## src/rtl/muldiv_pkg.sv

```systemverilog
// Shared op codes, FSM state encoding and iteration count for the EX-stage multiply/divide unit.
package muldiv_pkg;

  localparam logic [4:0] OP_MULT  = 5'd20;
  localparam logic [4:0] OP_MULTU = 5'd21;
  localparam logic [4:0] OP_DIV   = 5'd22;
  localparam logic [4:0] OP_DIVU  = 5'd23;

  localparam int ITER = 32;

  typedef enum logic [1:0] {
    ST_IDLE = 2'd0,
    ST_RUN  = 2'd1,
    ST_FIX  = 2'd2
  } state_t;

endpackage

```

## src/rtl/muldiv_step.sv

```systemverilog
// One combinational iteration: shift-add for multiply, restoring shift-subtract for divide.
// The divide path only exists when MULDIV_DIV_EN is defined.
module muldiv_step (
`ifdef MULDIV_DIV_EN
  input  logic        is_div_i,
`endif
  input  logic [31:0] hi_i,
  input  logic [31:0] lo_i,
  input  logic [31:0] opb_i,
  output logic [31:0] hi_o,
  output logic [31:0] lo_o
);

  logic [32:0] sum;
`ifdef MULDIV_DIV_EN
  logic [32:0] shifted;
`endif

  always_comb begin
    // Multiply: {hi,lo} holds partial product and remaining multiplier bits.
    sum  = {1'b0, hi_i} + (lo_i[0] ? {1'b0, opb_i} : 33'd0);
    hi_o = sum[32:1];
    lo_o = {sum[0], lo_i[31:1]};
`ifdef MULDIV_DIV_EN
    shifted = {hi_i, lo_i[31]};
    if (is_div_i) begin
      // Partial remainder stays below the divisor, so the 32-bit difference is exact.
      if (shifted >= {1'b0, opb_i}) begin
        hi_o = shifted[31:0] - opb_i;
        lo_o = {lo_i[30:0], 1'b1};
      end else begin
        hi_o = shifted[31:0];
        lo_o = {lo_i[30:0], 1'b0};
      end
    end
`endif
  end

endmodule

```

## src/rtl/pipeline_muldiv_ex.sv

```systemverilog
// Iterative EX-stage MULT/MULTU (and DIV/DIVU with MULDIV_DIV_EN) unit: 32 RUN cycles plus a
// FIX cycle for sign correction; stalls the front of the pipeline while busy.
module pipeline_muldiv_ex
  import muldiv_pkg::*;
(
  input  logic        Clk,
  input  logic        Reset,
  input  logic        Start,
  input  logic [4:0]  ALUOp,
  input  logic [31:0] OpA,
  input  logic [31:0] OpB,
  output logic        Busy,
  output logic        Stall,
  output logic        Done,
  output logic [31:0] Hi,
  output logic [31:0] Lo,
  output logic        DivByZero
);

  localparam logic [5:0] LAST_CNT = 6'(ITER - 1);

  state_t      state_q;
  logic [5:0]  cnt_q;
  logic        busy_q, done_q;
  logic [31:0] acc_hi_q, acc_lo_q, opb_q;
  logic [31:0] hi_q, lo_q;
  logic        neg_lo_q;
`ifdef MULDIV_DIV_EN
  logic        op_div_q, neg_hi_q, div0_q, dbz_q;
  logic        is_div_op;
`endif

  logic        op_valid, op_signed, sign_a, sign_b;
  logic [31:0] mag_a, mag_b;
  logic [31:0] step_hi_d, step_lo_d;
  logic [63:0] prod_d;
  logic [31:0] fix_hi_d, fix_lo_d;

  always_comb begin
    op_valid  = (ALUOp == OP_MULT) || (ALUOp == OP_MULTU);
    op_signed = (ALUOp == OP_MULT) || (ALUOp == OP_DIV);
`ifdef MULDIV_DIV_EN
    is_div_op = (ALUOp == OP_DIV) || (ALUOp == OP_DIVU);
    op_valid  = op_valid || is_div_op;
`endif
    sign_a = op_signed & OpA[31];
    sign_b = op_signed & OpB[31];
    // |-2^31| = 2^31 is still representable as an unsigned 32-bit magnitude, so no trap.
    mag_a  = sign_a ? (32'd0 - OpA) : OpA;
    mag_b  = sign_b ? (32'd0 - OpB) : OpB;
  end

  muldiv_step u_step (
`ifdef MULDIV_DIV_EN
    .is_div_i (op_div_q),
`endif
    .hi_i     (acc_hi_q),
    .lo_i     (acc_lo_q),
    .opb_i    (opb_q),
    .hi_o     (step_hi_d),
    .lo_o     (step_lo_d)
  );

  always_comb begin
    prod_d   = {acc_hi_q, acc_lo_q};
    if (neg_lo_q) prod_d = 64'd0 - prod_d;
    fix_hi_d = prod_d[63:32];
    fix_lo_d = prod_d[31:0];
`ifdef MULDIV_DIV_EN
    if (op_div_q) begin
      // Quotient truncates toward zero; remainder follows the dividend sign.
      fix_lo_d = neg_lo_q ? (32'd0 - acc_lo_q) : acc_lo_q;
      fix_hi_d = neg_hi_q ? (32'd0 - acc_hi_q) : acc_hi_q;
      if (div0_q) fix_lo_d = 32'hFFFF_FFFF;
    end
`endif
  end

  always_ff @(posedge Clk) begin
    if (Reset) begin
      state_q  <= ST_IDLE;
      cnt_q    <= 6'd0;
      busy_q   <= 1'b0;
      done_q   <= 1'b0;
      acc_hi_q <= 32'd0;
      acc_lo_q <= 32'd0;
      opb_q    <= 32'd0;
      hi_q     <= 32'd0;
      lo_q     <= 32'd0;
      neg_lo_q <= 1'b0;
`ifdef MULDIV_DIV_EN
      op_div_q <= 1'b0;
      neg_hi_q <= 1'b0;
      div0_q   <= 1'b0;
      dbz_q    <= 1'b0;
`endif
    end else begin
      done_q <= 1'b0;
      case (state_q)
        ST_IDLE: begin
          if (Start && op_valid) begin
            state_q  <= ST_RUN;
            busy_q   <= 1'b1;
            cnt_q    <= 6'd0;
            acc_hi_q <= 32'd0;
            neg_lo_q <= sign_a ^ sign_b;
`ifdef MULDIV_DIV_EN
            op_div_q <= is_div_op;
            neg_hi_q <= sign_a;
            div0_q   <= is_div_op && (OpB == 32'd0);
            dbz_q    <= 1'b0;
            if (is_div_op) begin
              acc_lo_q <= mag_a;
              opb_q    <= mag_b;
            end else begin
              acc_lo_q <= mag_b;
              opb_q    <= mag_a;
            end
`else
            acc_lo_q <= mag_b;
            opb_q    <= mag_a;
`endif
          end
        end
        ST_RUN: begin
          acc_hi_q <= step_hi_d;
          acc_lo_q <= step_lo_d;
          cnt_q    <= cnt_q + 6'd1;
          if (cnt_q == LAST_CNT) state_q <= ST_FIX;
        end
        ST_FIX: begin
          hi_q    <= fix_hi_d;
          lo_q    <= fix_lo_d;
          done_q  <= 1'b1;
          busy_q  <= 1'b0;
          state_q <= ST_IDLE;
`ifdef MULDIV_DIV_EN
          dbz_q   <= div0_q;
`endif
        end
        default: begin
          state_q <= ST_IDLE;
          busy_q  <= 1'b0;
        end
      endcase
    end
  end

  assign Busy  = busy_q;
  assign Stall = busy_q | (Start & op_valid & (state_q == ST_IDLE));
  assign Done  = done_q;
  assign Hi    = hi_q;
  assign Lo    = lo_q;
`ifdef MULDIV_DIV_EN
  assign DivByZero = dbz_q;
`else
  assign DivByZero = 1'b0;
`endif

endmodule

```

## config.mk

```make
export PLATFORM = sky130hd
export DESIGN_NAME = pipeline_muldiv_ex
export DESIGN_NICKNAME = d
export VERILOG_FILES = /design/src/rtl/muldiv_pkg.sv /design/src/rtl/muldiv_step.sv /design/src/rtl/pipeline_muldiv_ex.sv
export SDC_FILE = /design/constraint.sdc
export NUM_CORES = 1
export LEC_CHECK = 0
export ABC_AREA = 1
export BUFFER_PORTS_ARGS = -buffer_cell sky130_fd_sc_hd__buf_2
export CAP_MARGIN = 10
export CORE_MARGIN = 4
export CORE_UTILIZATION = 55
export CTS_BUF_LIST = sky130_fd_sc_hd__clkbuf_4 sky130_fd_sc_hd__clkbuf_8
export CTS_CLUSTER_SIZE = 40
export DETAILED_ROUTE_END_ITERATION = 8
export GPL_ROUTABILITY_DRIVEN = 0
export GPL_TIMING_DRIVEN = 0
export PLACE_DENSITY_LB_ADDON = 0.05
export SKIP_LAST_GASP = 1
export SLEW_MARGIN = 40
export SYNTH_ARGS = -nofsm -noshare
export SYNTH_HDL_FRONTEND = slang
export SYNTH_SLANG_ARGS = --single-unit
```

## constraint.sdc

```tcl
create_clock -name Clk -period 5.35 [get_ports Clk]
set_clock_uncertainty 0.2 [all_clocks]
set_input_delay 0 -clock Clk [delete_from_list [all_inputs] [get_ports Clk]]
set_output_delay 0 -clock Clk [all_outputs]
set_load 0.005 [all_outputs]
```

# Word level (Yosys, flattened, before mapping)
# Index checks and enable logic that the tools add are counted.
[word_totals]
register_bits = 171
inputBits = 72
output_inout_bits = 68
wordCells = 55
[classes]
n_addsub = 5
eq_ne = 8
n_mux = 16
bitwise = 7
reduce_logical = 9
[ops]
columns = ["operator", "n"]
rows = [
  ["$mux W32", 5],
  ["$pmux W32 S2", 2],
  ["$mux W64", 1],
  ["$sub A1 B32 Y32 const A", 2],
  ["$sub A1 B64 Y64 const A", 1],
  ["$add A32 B33 Y33", 1],
  ["$eq A5 B5 Y1 const B", 3],
  ["$pmux W6 S2", 1],
  ["$reduce_and A2 Y1", 4],
  ["$add A6 B1 Y6 const B", 1],
  ["$eq A6 B5 Y1 const B", 1],
  ["$mux W6", 1],
  ["$and A1 B1 Y1", 4],
  ["$mux W2", 2],
  ["$ne A2 B2 Y1 const B", 2],
  ["$pmux W2 S2", 1],
  ["$eq A2 B1 Y1 const B", 1],
  ["$eq A2 B2 Y1 const B", 1],
  ["$logic_not A2 Y1", 1],
  ["$logic_or A1 B1 Y1", 2],
  ["$mux W1", 2],
  ["$pmux W1 S2", 1],
  ["$reduce_bool A2 Y1", 1],
  ["$logic_and A1 B1 Y1", 1],
  ["3 further kinds", 3],
]

# Logic depth before layout (Yosys ltp)
# Gate-level depths: netlist of the first run.
[logic_depth]
word_depth = 6
mapped_depth = 19
depth_no_buf = 17

# Cells and area by module
# From an unflattened synthesis of the first run, not the netlist that was laid out.
[hier_totals]
hier_cells = 2366
area_unflattened_um2 = 13461.7
[by_module_without_submodules]
columns = ["module", "instances", "cells_each", "area_each_um2", "seq_area_each_um2"]
rows = [
  ["pipeline_muldiv_ex", 1, 1763, 10591.4, 3423.3],
  ["muldiv_step", 1, 603, 2870.3, 0.0],
]

# Least setup slack after synthesis of the first run
# OpenSTA, ideal clock, no wires.
[synth_timing]
kind = "register to register"
start = "register acc_lo_q[0]"
end = "register acc_hi_q[29]"
setup_time_ns = 0.113
arrival_ns = 2.173
required_ns = 5.037
setup_slack_ns = 2.864
stages_incl_launch_ff = 20
n_path_buf = 2
period_less_slack_ns = 2.486
cell_sequence = "dfxtp_1 buf_6 clkbuf_1 nand2_1 inv_1 ha_1 inv_1 fa_1 inv_1 nand3_1 nand3_1 nand2_1 nand2_1 nand2_1 nand2_1 nand2_1 nand2_1 nand2_1 nand3_1 nand2_1"
[synth_via]
elab_chain_cells = 3
[synth_lines]
columns = ["element", "line_no", "rtl"]
rows = [
  ["start: declaration", "pipeline_muldiv_ex.sv:25", "logic [31:0] acc_hi_q, acc_lo_q, opb_q;"],
  ["start signal: assignment", "pipeline_muldiv_ex.sv:120", "acc_lo_q <= mag_b;"],
  ["start signal: assignment", "pipeline_muldiv_ex.sv:127", "acc_lo_q <= step_lo_d;"],
  ["$mux W32", "muldiv_step.sv:21", "sum = {1'b0, hi_i} + (lo_i[0] ? {1'b0, opb_i} : 33'd0);"],
  ["$add A32 B33 Y33", "muldiv_step.sv:21", ""],
  ["$pmux W32 S2", "pipeline_muldiv_ex.sv:99", "case (state_q)"],
  ["end signal: assignment", "pipeline_muldiv_ex.sv:126", "acc_hi_q <= step_hi_d;"],
  ["end: declaration", "pipeline_muldiv_ex.sv:25", ""],
]
# No other way between the ends.
# A chain may end at the register's enable or synchronous reset.

# Final worst setup path of the first run
[layout_timing]
start = "input port ALUOp[3]"
end = "register opb_q[25]"
[layout_via]
elab_chain_cells = 4
elab_cells_between_ends = 9
cone_classes = "eq/ne (3); mux (1); bitwise (1); reduce/logical (4)"
[layout_lines]
columns = ["element", "line_no", "rtl"]
rows = [
  ["start: declaration", "pipeline_muldiv_ex.sv:9", "input logic [4:0] ALUOp,"],
  ["$eq A5 B5 Y1 (on tied branches)", "pipeline_muldiv_ex.sv:40, pipeline_muldiv_ex.sv:41", ""],
  ["$logic_or A1 B1 Y1 (on tied branches)", "pipeline_muldiv_ex.sv:41, pipeline_muldiv_ex.sv:40", ""],
  ["$and A1 B1 Y1 / $logic_and A1 B1 Y1 (equally long branches)", "pipeline_muldiv_ex.sv:46, pipeline_muldiv_ex.sv:101", ""],
  ["$mux W32 / $reduce_and A2 Y1 (equally long branches)", "-", ""],
  ["end signal: assignment", "pipeline_muldiv_ex.sv:121", "opb_q <= mag_a;"],
  ["end: declaration", "pipeline_muldiv_ex.sv:25", ""],
]
# Several ways; a longest one is shown, not always the timed one.

==> run summary, run 1 <==
fin crit share: 58.8%
final number of hold-violating endpoints: 0
Num Clock Sinks: 171
WL per Instance: 16.0 um
Slew headroom: 44.6%
leak pwr: 8.52 nW
via/cell ratio: 5.42
drt first pass iters: 7
critical path required time: 5540 ps
status: complete, no violations
Post-synth EDFFs: 0
switching part of the total power: 30.1%
Remaining Overflow, GRT: 0
clock share of power: 36.7%
synthesis warning total: 0
synthesized area: 0.0130 mm2
Setup violations, final: 0
Sum Neg Setup Slack: 0 ps
Period minus WS final: 3150 ps
dominant cell type by area after synthesis: dfxtp_1
crit end category: flop
M2 GR Usage: 56.5%
clock-pin slew on the worst setup and hold paths: 90 ps
Starting Density: 55.6%
worst vdd ir: 0.108 mV
register bit total from synthesis: 171
WP data arrival: 3340 ps
# diodes: 0
post-synthesis sequential area ratio: 26.3%
busiest layer in global routing: met2
CP peak stage delay: 560 ps
worst hold-check path type: in2reg
Post-route DRC: 0
worst-path fanout max: 10
Slew Viols, Final: 0
area of the multi-input gates: 0.00801 mm2
RSZ-0062 raised after global routing: no
worst path cell trace: dlygate4sd3_1, buf_2, nor2_2, dlygate4sd3_1, nand2_1, nor2_2, buf_4, buf_6, o21ai_1, nand2_1, dlygate4sd3_1, nand2_1, o21ai_1, dlygate4sd3_1, inv_1
Total Die Area: 0.0262 mm2
Comb power frac: 15.0%
top cells by area, synth: dfxtp_1 (26%), nand2_1 (20%), nor2_1 (10%)
hold_ws: 38.7 ps
Cells after Synth: 2281
CTS tree: yes
FMAX: 318 MHz
syn avg cell area: 5.71 um2
Reg power frac: 48.3%
area delta synth->final: 21.3%
Final ANT Viol Nets: 0
first-pass GRT wire length: 73.3 mm
Async SR Flop Fraction: 0%
number of I/O port buffers: 137
met1 track demand over resource: 46.1%
Synth top area share: 26.3%
crit-path most repeated cell: dlygate4sd3_1
Final #Nets: 2674
share of cells above drive strength 1: 10.3%
FF/Latch Area: 0.00342 mm2
Startpoint Class: primary input
sw power: 805 uW
Synth cell types: 52
worst-skew pair later-pin latency: 490 ps
Die W: 162 um
most numerous cell in the Yosys netlist: nand2_1
commonest cells in the netlist: nand2_1 (691), nor2_1 (363), inv_1 (323), nand3_1 (185), dfxtp_1 (171)
Max-Cap Viols: 0
H-tree Lvls: 4
first-iteration detailed-routing DRC count: 1560
ys flop type: dfxtp_1
met3 Track Usage GR: 7.41%
clock root buffer: clkbuf_8
Core Rows: 56
Ports: 140
gr usage total: 34.9%
vias after detailed routing: 15700
measured slew at the worst slew-check pin: 831 ps
core area: 0.0234 mm2
total power: 2.68 mW
number of buffers created by CTS: 17
Longest Clk Path Bufs: 2
filler cell count: 2245
Syn Nets: 2390
Crit Path Class: in2reg
CTS resizes: 0
vias in the first global route: 14500
slowest CP cell: dlygate4sd3_1
largest net degree at the start of global routing: 17
Routed Wire Length: 46.4 mm
Internal Power: 1.87 mW
initial antenna violation count: 0
hpwl dp: 35.9 mm
Pwr per Cell Area: 170 mW/mm2
DIE HEIGHT: 162 um
==> final timing paths <==
check,from,cells past startpoint,slack (ps),end
hold reg to reg,cnt_q[5],1,290,state_q[1]
setup / recovery,ALUOp[3],15,2200,opb_q[25]
hold / removal,ALUOp[0],9,40,opb_q[16]
setup reg to reg,acc_lo_q[0],17,2320,acc_hi_q[23]
==> state kept, by name (all words and copies together), names as in the netlist <==
register and flops:
Hi 32, Lo 32, acc_hi_q 32, acc_lo_q 32, opb_q 32, cnt_q 6, state_q 2, Busy 1
Done 1, neg_lo_q 1
==> cells in the final DEF, fill, tap and decap left out, types with 11 or more instances in the layout <==
cell,n
nand2_1,691
nor2_1,363
inv_1,323
nand3_1,185
dfxtp_1,171
buf_2,170
dlygate4sd3_1,127
o21ai_0,110
a21oi_1,93
ha_1,36
clkbuf_1,28
xor2_1,27
nand4_1,24
nor3_1,18
o21ai_1,18
o211ai_1,18
clkbuf_8,18
nor2_2,15
o21bai_1,14
nand2_2,13
o22ai_1,11
==> cell families after synthesis <==
logic type	after synthesis	share of synthesized area [%]
AO/OA/AOI/OAI	297	13.0
AND/OR/NAND/NOR	1344	42.9
XOR/XNOR	30	2.02
adder cells (fa/ha/maj)	37	3.61
buffers and inverters	401	12.2
flip-flops	171	26.3
other	1	0.0288
==> through the flow <==
stage          cells  worst slack, ps  area (um2)  util [%]
2_1_floorplan   2281             2860       13000         -
3_3_place_gp    2737             2400       14100      60.2
3_5_place_dp    2738             2360       14100      60.3
4_1_cts         2896             2220       15800      67.4
5_1_grt         2896             2000       15800      67.4
6_report        2896             2200       15800      67.4
==> power groups by stage <==
stage	combinational (mW)	sequential [mW]	clock (mW)
after floorplan	0.208	1.32	0
after global placement	0.326	1.32	0
after detailed placement	0.331	1.32	0
after CTS	0.384	1.29	0.977
after global routing	0.438	1.29	1.02
final	0.401	1.29	0.983
==> timing repair <==
| action | CTS | global route |
|---|---|---|
| buffers inserted | 0 | 0 |
| hold endpoints to repair | 65 | 0 |
| hold buffers | 127 | 0 |
==> layer usage <==
metal | up-vias | share of wire, % | wire (um)
met5 | - | 0 | 0
met3 | 143 | 12 | 5470
met2 | 866 | 44 | 20200
met4 | 0 | 3.8 | 1750
met1 | 6908 | 41 | 19000
li1 | 7766 | - | -
==> critical path: cells and delay by family <==
| family | cells | cell delay, ps |
|---|---|---|
| buffers and inverters | 8 | 2690 |
| and+or+nand+nor | 5 | 460 |
| AOI/OAI and AO/OA | 2 | 200 |
==> final cells by class <==
class                           count  share of cell area [%]
Clock inverter                     11                   0.864
Inverter                          330                    7.86
Multi-Input combinational cell   1709                    50.7
Sequential cell                   171                    21.7
Buffer                             71                    2.19
Tap cell                          319                    2.53
Clock buffer                       20                    1.66
Timing Repair Buffer              265                    12.5
Power figures use the tool's default switching activity.
==> run 2: changes to the inputs <==
- clock period: 5.35 -> 3.1 ns (I/O delays scaled with it)
==> run 2 against run 1 <==
  * Global-route usage hardly changed
  * Clock-buffer cell count stayed put
  * Largest power group unchanged
  * Clock power is 73% higher
  * Critical path type unchanged
  * Worst setup slack worse by 2100 ps
  * Sequential share of layout area hardly changed
  * Power is 73% higher
  * Register-to-register slack worse by 2000 ps
  * Critical path depth stayed put
==> run summary, run 2 (synthesis gave the netlist of run 1 again) <==
WP data arrival: 3240 ps
total power: 4.62 mW
first-iteration detailed-routing DRC count: 1599
Final #Nets: 2673
# diodes: 0
share of cells above drive strength 1: 10.5%
clock share of power: 36.8%
Max-Cap Viols: 0
commonest non-fill, non-tap cell in the layout: nand2_1
placed cell count: 2738
worst vdd ir: 0.185 mV
Longest Clk Path Bufs: 2
Slew Viols, Final: 0
H-tree Lvls: 4
drt first pass iters: 6
Post-route DRC: 0
Starting Density: 55.6%
final number of hold-violating endpoints: 0
Slew headroom: 43.4%
final non-filler cell total: 2895
Met3 Wirelength: 5.08 mm
clock root buffer: clkbuf_8
DIE HEIGHT: 162 um
Reg power frac: 48.3%
CTS tree: yes
vias after detailed routing: 15700
filler cell count: 2243
leak pwr: 8.53 nW
sw power: 1.39 mW
most frequent cells in the layout: nand2_1 (690), nor2_1 (363), inv_1 (323)
Period minus WS final: 3010 ps
worst-path fanout max: 4
first-pass GRT wire length: 73.3 mm
status: complete, no violations
vias in the first global route: 14500
Internal Power: 3.23 mW
Total Die Area: 0.0262 mm2
measured slew at the worst slew-check pin: 850 ps
Ports: 140
fin crit share: 97.0%
Pwr per Cell Area: 293 mW/mm2
WL per Instance: 16.1 um
Comb power frac: 15.0%
initial antenna violation count: 0
worst-skew pair later-pin latency: 500 ps
Crit Path Class: in2reg
largest net degree at the start of global routing: 17
area delta synth->final: 21.4%
FMAX: 333 MHz
Sum Neg Setup Slack: 0 ps
Routed Wire Length: 46.7 mm
crit end category: flop
Final Util: 67.5%
worst hold-check path type: in2reg
hpwl dp: 35.9 mm
via/cell ratio: 5.41
DRT met1 WL: 19.4 mm
switching part of the total power: 30.1%
gr usage total: 34.9%
Final ANT Viol Nets: 0
DR WL met2: 20.5 mm
number of I/O port buffers: 137
critical path required time: 3340 ps
Highest Signal Layer: met4
clock-pin slew on the worst setup and hold paths: 100 ps
Startpoint Class: primary input
RSZ-0062 raised after global routing: no
Remaining Overflow, GRT: 0
Die W: 162 um
core area: 0.0234 mm2
number of buffers created by CTS: 17
Core Rows: 56
Setup violations, final: 0
Num Clock Sinks: 171
==> run 2: worst paths after layout <==
check,start,end,slack [ps],depth (start not counted)
worst max-delay path,OpB[0],acc_lo_q[24],90,15
worst min-delay path,ALUOp[0],opb_q[16],40,9
worst max register to register,state_q[0],acc_lo_q[15],290,8
worst min register to register,cnt_q[5],state_q[1],290,1
==> run 2: through the flow <==
| stage | cell area, um2 | setup WS (ps) | hold WS [ps] |
|---|---|---|---|
| 2_1_floorplan | 13000 | 614 | -62.2 |
| 3_3_place_gp | 14100 | 149 | 83.1 |
| 3_5_place_dp | 14100 | 112 | 92.0 |
| 4_1_cts | 15800 | 81.3 | 21.4 |
| 5_1_grt | 15800 | 6.97 | 68.1 |
| 6_report | 15800 | 93.6 | 35.4 |
==> run 2: final cells by class <==
class	instances	area, um2	area share (%)
flip-flops and latches	171	3420	21.7
plain buffers	70	342	2.16
multi-input cells	1709	8030	50.8
clock inverters	11	136	0.863
inverters	330	1240	7.85
clock buffers	20	263	1.66
repair buffers	265	1970	12.4
well taps	319	399	2.53
==> run 2: power by group through the flow <==
stage                     registers (mW)  logic (mW)  clock network, mW
after detailed placement            2.28       0.570                  0
final                               2.23       0.692               1.70
after global placement              2.28       0.563                  0
after global routing                2.23       0.757               1.77
after floorplan                     2.27       0.359                  0
after CTS                           2.23       0.662               1.69
==> run 2: metal layers <==
layer,vias to the layer above,track usage (%)
li1,7761,-
met1,6927,46.1
met2,845,56.6
met3,140,7.41
met4,0,12.8
met5,-,0
==> run 2: repair_timing <==
action / CTS / global route
hold endpoints to repair: 65 / 0
setup buffers: 0 / 1
gates resized for setup: 0 / 5
endpoints found under the setup margin: 0 / 9
hold buffers: 126 / 0
==> run 2: worst max-delay path, stage by stage <==
cell           delay (ps)
dlygate4sd3_1         540
buf_2                 160
inv_1                  80
ha_2                  200
nand3_2               120
inv_1                 110
nand2_2                90
nor3_4                310
buf_4                 160
nand4_1                90
nand3_1               100
dlygate4sd3_1         550
nand3_1                80
dlygate4sd3_1         580
nand2_1                70
==> run 3: changes to the inputs <==
- GPL_TIMING_DRIVEN: 0 -> unset
- clock period: 3.1 -> 2.6 ns (I/O delays scaled with it)
==> run 3 against run 2 <==
  * The flow now finishes with violations (setup timing)
  * Cell count down 1.5%
  * Critical path depth down 2
  * Design area up 0.84%
  * Global-route usage down 2.6 points
  * Worst setup slack worse by 190 ps
  * Clock power up 21%
  * Wire length down 7.0%
  * Via count down 1.5%
  * Non-clock buffer count down 43
  * Register-to-register slack worse by 160 ps
  * Worst hold slack better by 13 ps
  * Critical path type unchanged
  * Highest routed layer unchanged
==> run summary, run 3 (synthesis gave the netlist of run 1 again) <==
status: finished, violations left
failing checks: setup timing
FMAX: 371 MHz
Ports: 140
vias in the first global route: 14300
Startpoint Class: primary input
Crit Path Class: in2reg
Post-route DRC: 0
Slew Viols, Final: 0
total power: 5.54 mW
Reg2Reg Capture Point: acc_hi_q[28]
Remaining Overflow, GRT: 0
RSZ-0062 raised after global routing: yes
Total Die Area: 0.0262 mm2
Final ANT Viol Nets: 0
worst path cell trace: dlygate4sd3_1, buf_2, inv_1, nand2_1, nor2_2, nand3_1, o21ai_2, nand2_1, nand2_1, dlygate4sd3_1, nand3_1, nand3_1, dlygate4sd3_1
delay-heaviest family, CP: buffers and inverters
Final Util: 68.1%
first-iteration detailed-routing DRC count: 1373
H-tree Lvls: 4
Routed Wire Length: 43.5 mm
slowest CP cell: dlygate4sd3_1
vias after detailed routing: 15400
worst vdd ir: 0.253 mV
core area: 0.0234 mm2
# diodes: 0
CP peak stage delay: 550 ps
FF/Latch Area: 0.00343 mm2
largest net degree at the start of global routing: 122
clock share of power: 37.3%
crit path from: OpB[18]
clock root buffer: clkbuf_8
R2R depth: 11
Setup violations, final: 1
Core Rows: 56
R2R Path Start: acc_lo_q[0]
met1 track demand over resource: 44.3%
Buf/Inv on CP: 5
worst-path fanout max: 3
most frequent cells in the layout: nand2_1 (687), nor2_1 (343), inv_1 (320)
Crit path depth: 13
drt first pass iters: 9
Comb power frac: 14.7%
worst hold-check path type: in2reg
critical path required time: 2820 ps
clock-pin slew on the worst setup and hold paths: 100 ps
Pwr per Cell Area: 348 mW/mm2
leak pwr: 8.41 nW
measured slew at the worst slew-check pin: 786 ps
Slew headroom: 47.5%
via/cell ratio: 5.41
hold wc startpoint: OpB[1]
area delta synth->final: 22.4%
number of buffers created by CTS: 17
sw power: 1.67 mW
Die W: 162 um
final number of hold-violating endpoints: 0
worst reg-to-reg setup slack: 130 ps
worst-skew pair later-pin latency: 480 ps
share of cells above drive strength 1: 11.3%
Final #Nets: 2630
CTS tree: yes
Num Clock Sinks: 171
Period minus WS final: 2700 ps
fin crit share: 104%
Internal Power: 3.87 mW
WP data arrival: 2920 ps
Reg power frac: 48.1%
commonest non-fill, non-tap cell in the layout: nand2_1
crit end category: flop
number of I/O port buffers: 138
initial antenna violation count: 0
M2 GR Usage: 50.2%
first-pass GRT wire length: 69.8 mm
filler cell count: 2146
DIE HEIGHT: 162 um
Max-Cap Viols: 0
CP endpoint: acc_lo_q[29]
WL per Instance: 15.2 um
Starting Density: 55.6%
busiest layer in global routing: met2
final worst slack: -98.0 ps
hpwl dp: 31.8 mm
met3 Track Usage GR: 7.05%
area of the multi-input gates: 0.00817 mm2
gr usage total: 32.3%
Longest Clk Path Bufs: 2
switching part of the total power: 30.2%
## run 3: cell count changes in the layout (fill, tap and decap cells not counted), moves of 4 or more
cell / before / now
dlygate4sd3_1: 126 / 134
buf_6: 4 / 0
buf_4: 5 / 15
nand3_2: 7 / 13
buf_2: 170 / 137
nor2_2: 15 / 27
nor2_4: 6 / 14
nor2_1: 363 / 343
buf_12: 0 / 5
nand3_1: 183 / 177
clkbuf_1: 27 / 0
## run 3: cell type report
class	instances	share of cell area, %
repair buffers	292	14.2
multi-input cells	1709	51.3
flip-flops and latches	171	21.5
clock inverters	14	1.13
well taps	319	2.51
inverters	330	7.80
clock buffers	18	1.56
## run 3: stage by stage
step	cell area, um2	cells	setup TNS, ps	hold slack (ps)	setup WS, ps
after floorplan	13000	2281	0	-62.2	114
after global placement	14000	2686	0	99.7	144
after global routing	15900	2853	-348	93.6	-277
after CTS	15700	2852	0	9.12	16.8
after detailed placement	14000	2686	0	109	53.5
final	15900	2853	-98.0	48.0	-98.0
## run 3: routing by layer
| layer | up-vias | routed length (um) |
|---|---|---|
| li1 | 7675 | - |
| met1 | 6851 | 18900 |
| met2 | 776 | 18600 |
| met3 | 136 | 4470 |
| met4 | 0 | 1540 |
| met5 | - | 0 |
## run 3: how the worst min path moves through the flow
stage                    to  depth (start not counted)
2_1_floorplan     opb_q[10]                          2
3_3_place_gp       opb_q[9]                          3
3_5_place_dp       opb_q[9]                          3
4_1_cts        acc_lo_q[17]                          8
5_1_grt            cnt_q[0]                          6
6_report       acc_lo_q[23]                          8
## run 3: power groups by stage
| stage | sequential [mW] | combinational [mW] | clock [mW] |
|---|---|---|---|
| 3_5_place_dp | 2.72 | 0.657 | 0 |
| 3_3_place_gp | 2.72 | 0.652 | 0 |
| 2_1_floorplan | 2.71 | 0.428 | 0 |
| 5_1_grt | 2.67 | 0.896 | 2.20 |
| 4_1_cts | 2.66 | 0.768 | 2.09 |
| 6_report | 2.66 | 0.813 | 2.06 |
## run 3: worst register-to-register path: stages, from the launching register on
cell and delay [ps]:
dfxtp_4 390, clkbuf_16 180, nand2_1 70, inv_1 40, ha_1 370, nand2_1 180
nor4_1 530, nand3_1 180, nand2_1 90, nand2_1 50, nand3_1 60, nand2_1 50
## run 3: what timing repair did
action	in CTS	in global routing
hold endpoints to repair	73	0
gates resized for setup	0	49
hold buffers	134	0
setup endpoints to repair	0	25
setup buffers	0	1
